<file path="src/rtl/fnd_uart_formatter_if.sv">
// Handshake bundle between the FND controller, the formatter and
// the UART transmitter.
interface fnd_uart_formatter_if;
    logic [15:0] i_data;
    logic [2:0]  i_mode;
    logic        i_send;
    logic        i_tx_busy;
    logic [7:0]  o_tx_data;
    logic        o_tx_start;
    logic        o_busy;
    logic        o_done;

    modport master (
        output i_data,
        output i_mode,
        output i_send,
        output i_tx_busy,
        input  o_tx_data,
        input  o_tx_start,
        input  o_busy,
        input  o_done
    );

    modport slave (
        input  i_data,
        input  i_mode,
        input  i_send,
        input  i_tx_busy,
        output o_tx_data,
        output o_tx_start,
        output o_busy,
        output o_done
    );
endinterface

</file>
<file path="src/rtl/fnd_uart_formatter.sv">
// Turns a latched four-digit BCD reading into an ASCII frame and
// feeds it byte by byte to a UART transmitter.
module fnd_uart_formatter #(
    parameter int SEND_CRLF = 1
) (
    input logic                  clk,
    input logic                  reset,
    fnd_uart_formatter_if.slave  bus
);

    localparam logic [2:0] IDLE   = 3'd0;
    localparam logic [2:0] LOAD   = 3'd1;
    localparam logic [2:0] START  = 3'd2;
    localparam logic [2:0] WAIT_H = 3'd3;
    localparam logic [2:0] WAIT_L = 3'd4;
    localparam logic [2:0] DONE   = 3'd5;

    localparam logic [2:0] LAST_IDX =
        (SEND_CRLF != 0) ? 3'd7 : 3'd5;

    logic [2:0]  state_q, state_d;
    logic [2:0]  idx_q, idx_d;
    logic [15:0] data_q, data_d;
    logic        dht_q, dht_d;
    logic [7:0]  tx_data_q, tx_data_d;
    logic        tx_start_q, tx_start_d;
    logic        busy_q, busy_d;
    logic        done_q, done_d;
    logic [7:0]  byte_sel;
    logic        mode_ok;

    function automatic logic [7:0] asc(
        input logic [3:0] d
    );
        return (d > 4'd9) ? 8'h3F : {4'h3, d};
    endfunction

    assign mode_ok = (bus.i_mode == 3'b010) ||
                     (bus.i_mode == 3'b100);

    // SR04: D d3 d2 d1 . d0   DHT11: H d3 d2 T d1 d0
    always_comb begin
        byte_sel = 8'h00;
        case (idx_q)
            3'd0: byte_sel = dht_q ? 8'h48 : 8'h44;
            3'd1: byte_sel = asc(data_q[15:12]);
            3'd2: byte_sel = asc(data_q[11:8]);
            3'd3: byte_sel = dht_q ? 8'h54
                                   : asc(data_q[7:4]);
            3'd4: byte_sel = dht_q ? asc(data_q[7:4])
                                   : 8'h2E;
            3'd5: byte_sel = asc(data_q[3:0]);
            3'd6: byte_sel = 8'h0D;
            3'd7: byte_sel = 8'h0A;
            default: byte_sel = 8'h00;
        endcase
    end

    always_comb begin
        state_d    = state_q;
        idx_d      = idx_q;
        data_d     = data_q;
        dht_d      = dht_q;
        tx_data_d  = tx_data_q;
        tx_start_d = 1'b0;
        unique case (state_q)
            IDLE: begin
                if (bus.i_send && mode_ok) begin
                    data_d  = bus.i_data;
                    dht_d   = bus.i_mode[2];
                    state_d = LOAD;
                end
            end
            LOAD: begin
                idx_d   = 3'd0;
                state_d = START;
            end
            START: begin
                if (!bus.i_tx_busy) begin
                    tx_data_d  = byte_sel;
                    tx_start_d = 1'b1;
                    state_d    = WAIT_H;
                end
            end
            WAIT_H: begin
                if (bus.i_tx_busy) begin
                    state_d = WAIT_L;
                end
            end
            WAIT_L: begin
                if (!bus.i_tx_busy) begin
                    if (idx_q == LAST_IDX) begin
                        state_d = DONE;
                    end else begin
                        idx_d   = idx_q + 3'd1;
                        state_d = START;
                    end
                end
            end
            DONE: begin
                state_d = IDLE;
            end
            default: begin
                state_d = IDLE;
            end
        endcase
        busy_d = (state_d == LOAD)   ||
                 (state_d == START)  ||
                 (state_d == WAIT_H) ||
                 (state_d == WAIT_L);
        done_d = (state_d == DONE);
    end

    always_ff @(posedge clk or negedge reset) begin
        if (!reset) begin
            state_q    <= IDLE;
            idx_q      <= 3'd0;
            data_q     <= 16'h0000;
            dht_q      <= 1'b0;
            tx_data_q  <= 8'h00;
            tx_start_q <= 1'b0;
            busy_q     <= 1'b0;
            done_q     <= 1'b0;
        end else begin
            state_q    <= state_d;
            idx_q      <= idx_d;
            data_q     <= data_d;
            dht_q      <= dht_d;
            tx_data_q  <= tx_data_d;
            tx_start_q <= tx_start_d;
            busy_q     <= busy_d;
            done_q     <= done_d;
        end
    end

    assign bus.o_tx_data  = tx_data_q;
    assign bus.o_tx_start = tx_start_q;
    assign bus.o_busy     = busy_q;
    assign bus.o_done     = done_q;

endmodule

</file>
<file path="src/flat_wrapper.sv">
// flat-port wrapper written by rule: the top's interface ports become plain ports
module fnd_uart_formatter_flat 
#(
    parameter int SEND_CRLF = 1
)
  (clk, reset, bus_i_data, bus_i_mode, bus_i_send, bus_i_tx_busy, bus_o_tx_data, bus_o_tx_start, bus_o_busy, bus_o_done);
  fnd_uart_formatter_if bus_i ();
  input logic clk;
  input logic reset;
  input wire logic [$bits(bus_i.i_data)-1:0] bus_i_data;
  input wire logic [$bits(bus_i.i_mode)-1:0] bus_i_mode;
  input wire logic [$bits(bus_i.i_send)-1:0] bus_i_send;
  input wire logic [$bits(bus_i.i_tx_busy)-1:0] bus_i_tx_busy;
  output wire logic [$bits(bus_i.o_tx_data)-1:0] bus_o_tx_data;
  output wire logic [$bits(bus_i.o_tx_start)-1:0] bus_o_tx_start;
  output wire logic [$bits(bus_i.o_busy)-1:0] bus_o_busy;
  output wire logic [$bits(bus_i.o_done)-1:0] bus_o_done;
  assign bus_i.i_data = bus_i_data;
  assign bus_i.i_mode = bus_i_mode;
  assign bus_i.i_send = bus_i_send;
  assign bus_i.i_tx_busy = bus_i_tx_busy;
  assign bus_o_tx_data = bus_i.o_tx_data;
  assign bus_o_tx_start = bus_i.o_tx_start;
  assign bus_o_busy = bus_i.o_busy;
  assign bus_o_done = bus_i.o_done;
  fnd_uart_formatter #(.SEND_CRLF(SEND_CRLF)) u_core (.clk(clk), .reset(reset), .bus(bus_i));
endmodule
</file>
<file path="config.mk">
export PLATFORM = sky130hd
export DESIGN_NAME = fnd_uart_formatter_flat
export DESIGN_NICKNAME = d
export VERILOG_FILES = /design/src/rtl/fnd_uart_formatter_if.sv /design/src/rtl/fnd_uart_formatter.sv /design/src/flat_wrapper.sv
export SDC_FILE = /design/constraint.sdc
export NUM_CORES = 1
export LEC_CHECK = 0
export BUFFER_PORTS_ARGS = -buffer_cell sky130_fd_sc_hd__buf_4
export CAP_MARGIN = 20
export CORE_ASPECT_RATIO = 1.4
export CORE_UTILIZATION = 55
export CTS_CLUSTER_DIAMETER = 60
export DETAILED_ROUTE_END_ITERATION = 12
export PLACE_DENSITY_LB_ADDON = 0.15
export SKIP_CTS_REPAIR_TIMING = 1
export SYNTH_ARGS = -nofsm -noshare
export SYNTH_HDL_FRONTEND = slang
export SYNTH_SLANG_ARGS = --single-unit
</file>
<file path="constraint.sdc">
create_clock -name clk -period 4.3 [get_ports clk]
set_clock_uncertainty 0.1 [all_clocks]
set_input_delay 0.86 -clock clk [delete_from_list [all_inputs] [get_ports clk]]
set_output_delay 0.86 -clock clk [all_outputs]
set_load 0.02 [all_outputs]
</file>
==> key figures <==
Status
  – Status: finished clean

Pwr
  – Power Density: 610 nW/um^2
  – Leakage Power: a little under 1 nW
  – IR drop worst, VDD: 0.000442 V

Yosys
  – Number of enable flip-flop cells after synthesis: 0
  – Synth area leaders: dfrtp_1 47%, mux2_2 11%, ha_1 4.3%, o21ai_0 4.0%, a21oi_1 2.9%
  – Ys flop type: dfrtp_1
  – Top cells by count, synth: 33 x dfrtp_1, 17 x mux2_2, 14 x o21ai_0
  – Post-synthesis cell type count: 43
  – Count leader, synth: dfrtp_1
  – Syn Area/Cell: around 11 um^2
  – Register bit count reported by yosys: 33
  – Synth async-reset ratio: between 90% and 100%
  – Part of the Yosys area used for sequential elements: a little under half
  – Yosys top cell area share: roughly 47%
  – Syn_nets: ~200
  – Post-Syn Area: approximately 1800 um^2
  – Synthesis Warnings: 0
  – Area leader, netlist: dfrtp_1
  – Cells after synthesis: 166

Floorplanning
  – Die boundary width: about 50 um
  – Core Box Area: 2940 um^2
  – Die Y: slightly below 70 um
  – Row Count: 23
  – I/O pin total: 34
  – Die area: roughly 3400 um^2
  – Starting density of the core: about three fifths

Final layout
  – Share of layout cells above drive strength 1: 31.0%
  – Ant. Diodes: 0
  – Area Growth Syn to Fin: 18.9%
  – NumNets Final: roughly 230
  – Fillcell total: approximately 240
  – Design area: around 2100 um^2

Timing
  – Final hold vios: 0
  – Tcrit/Tclk final: a little under three fifths
  – Final setup TNS: 0 ns
  – RSZ-0062 raised after global routing: false
  – Final setup fails: 0
  – Actual slew at the worst max-slew pin: 0.875 ns
  – Pins Over Slew Limit: 0
  – Fmax: roughly 410 MHz
  – Period minus WS final: between 2 and 2.5 ns
  – Slew margin rel.: around two fifths

Critical path
  – Crit end category: flop
  – Setup CP Type: flop to flop
  – Crit-path slowest cell: nand4b_1
  – CP peak stage delay: roughly 0.72 ns
  – Critical Path RT: about 4.4 ns
  – CP startpoint kind: flop
  – Kind of cell adding the most delay to the critical path: simple AND/OR/NAND/NOR gates
  – CP cell instances: or2_1 -> nor2_1 -> nand4b_1 -> mux2_1
  – Crit-path max FO: 19
  – Critical Path AT: between 2 and 2.5 ns
  – CP Buf/Inv Count: 0

Detailed routing
  – Total number of vias: 1,349
  – Vias per inst: a little under 6
  – Residual DRC count: 0
  – Final WL: around 3500 um
  – Routed len/inst: ~15 um
  – DR pass1 iterations: 6
  – DR iter-0 viols: 51
  – Remaining antenna violation count: 0

Global routing
  – Pin count of the biggest net entering global routing: 34
  – First-pass GRT wire length: around 5600 um
  – Met1 Use GR: between 20% and 30%
  – Grt met2 use: a little over two fifths
  – Vias in the first global route: between 1k and 1.5k
  – Most Crowded Layer GR: met2
  – Met3 usage in global routing: approximately 5.9%
  – Initial antenna violation count: 0
  – Grt ovf: 0
  – Total GRT Usage: 22.6%

CTS
  – CTS Root Cell: clkbuf_8
  – CTS clk-pin slew, worst paths: ~0.070 ns
  – Clock Path Buffers: 2
  – Clock sinks: 33
  – CTS tree: built
  – Htree depth: 2
  – Skew-Pair Late Insertion Delay: between 0.2 and 0.3 ns
  – CTS buffer count: 5

Placed design
  – Post-DP HPWL: approximately 2500 um
  – Gp weighted congestion: between 0.9 and 1
  – Post-Place Cell Area: around 2000 um^2
  – Port-buffer cells: 32

Job
  – Max-Cap Viols: 0

Min path
  – Worst Hold Class: input pin to asynchronous set/reset pin
==> final cells by class <==
cell class                 instances  area [um^2]  area share (%)
sequential                        33          826            39.6
multi-input combinational        114          822            39.4
timing repair buffer              32          240            11.5
clock buffer                       7         96.3            4.62
inverter                          10         50.0            2.40
tap                               37         46.3            2.22
clock inverter                     1         5.00           0.240
==> worst register-to-register path: stages, from the launching register on <==
cell and delay, ns:
dfrtp_1 0.45, or2_1 0.27, nor2_1 0.16, nand4b_1 0.72
mux2_1 0.60
==> worst paths after layout <==
| check | startpoint | to | slack [ns] | depth (start not counted) |
|---|---|---|---|---|
| max reg2reg | u_core.state_q[1] | u_core.data_q[4] | 1.88 | 4 |
| max in group asynchronous | reset | u_core.data_q[14] | 3.39 | 1 |
| max | u_core.state_q[1] | u_core.data_q[4] | 1.88 | 4 |
| min reg2reg | u_core.bus.o_tx_data[3] | u_core.bus.o_tx_data[3] | 0.40 | 2 |
| min | reset | u_core.state_q[1] | 0.40 | 1 |
| min in group clk | u_core.bus.o_tx_data[3] | u_core.bus.o_tx_data[3] | 0.40 | 2 |
==> per-stage QoR <==
stage / setup slack (ns) / hold WS (ns) / power, mW / util (%) / std cells
floorplan: 2.10 / 0.364 / 0.879 / - / 166
global placement: 1.69 / 0.370 / 1.00 / 67.6 / 226
detailed placement: 1.59 / 0.387 / 1.02 / 67.6 / 226
CTS: 1.85 / 0.402 / 1.28 / 71.1 / 234
global route: 1.69 / 0.421 / 1.35 / 71.1 / 234
finish: 1.88 / 0.400 / 1.27 / 71.1 / 234
==> logic make-up after synthesis <==
logic type / after synthesis / share of synthesized area, %
buf+inv: 19 / 6.06
flops: 33 / 47.1
mux: 18 / 11.6
fa+ha+maj: 6 / 4.28
xor+xnor: 1 / 0.499
other cells: 1 / 0.214
simple gates: 39 / 11.1
compound gates: 49 / 19.2
==> where the power goes <==
part	leakage (nW)	switching (mW)	internal (mW)
clock	0.0542	0.111	0.145
combinational	0.499	0.228	0.226
sequential	0.409	0.127	0.436
==> sequential cells by signal, summed over array words and instances, names as in the netlist <==
name and flops:
u_core.bus.o_done 1, u_core.data_q 16, u_core.bus.o_busy 1, u_core.dht_q 1
u_core.idx_q 3, u_core.state_q 3, u_core.bus.o_tx_start 1, u_core.bus.o_tx_data 7
==> routing by layer <==
metal  part of all wire (%)  vias up
li1                       -      660
met1                     40      657
met2                     55       27
met3                    3.7        5
met4                    1.7        0
met5                      0        -
==> layout by cell type (no fill, tap or decap), types with 2 or more instances in the layout <==
master and instances:
a211o_1 5, a21o_1 2, a21oi_1 10, a22oi_1 2, a31oi_1 3, buf_4 32
clkbuf_8 7, dfrtp_1 33, ha_1 6, inv_1 9, mux2_2 17, nand2_1 8
nand3_1 7, nor2_1 12, nor2b_1 3, o211ai_1 2, o21ai_0 14, o21ai_1 2
No activity file was read; power rests on OpenSTA's default activity.
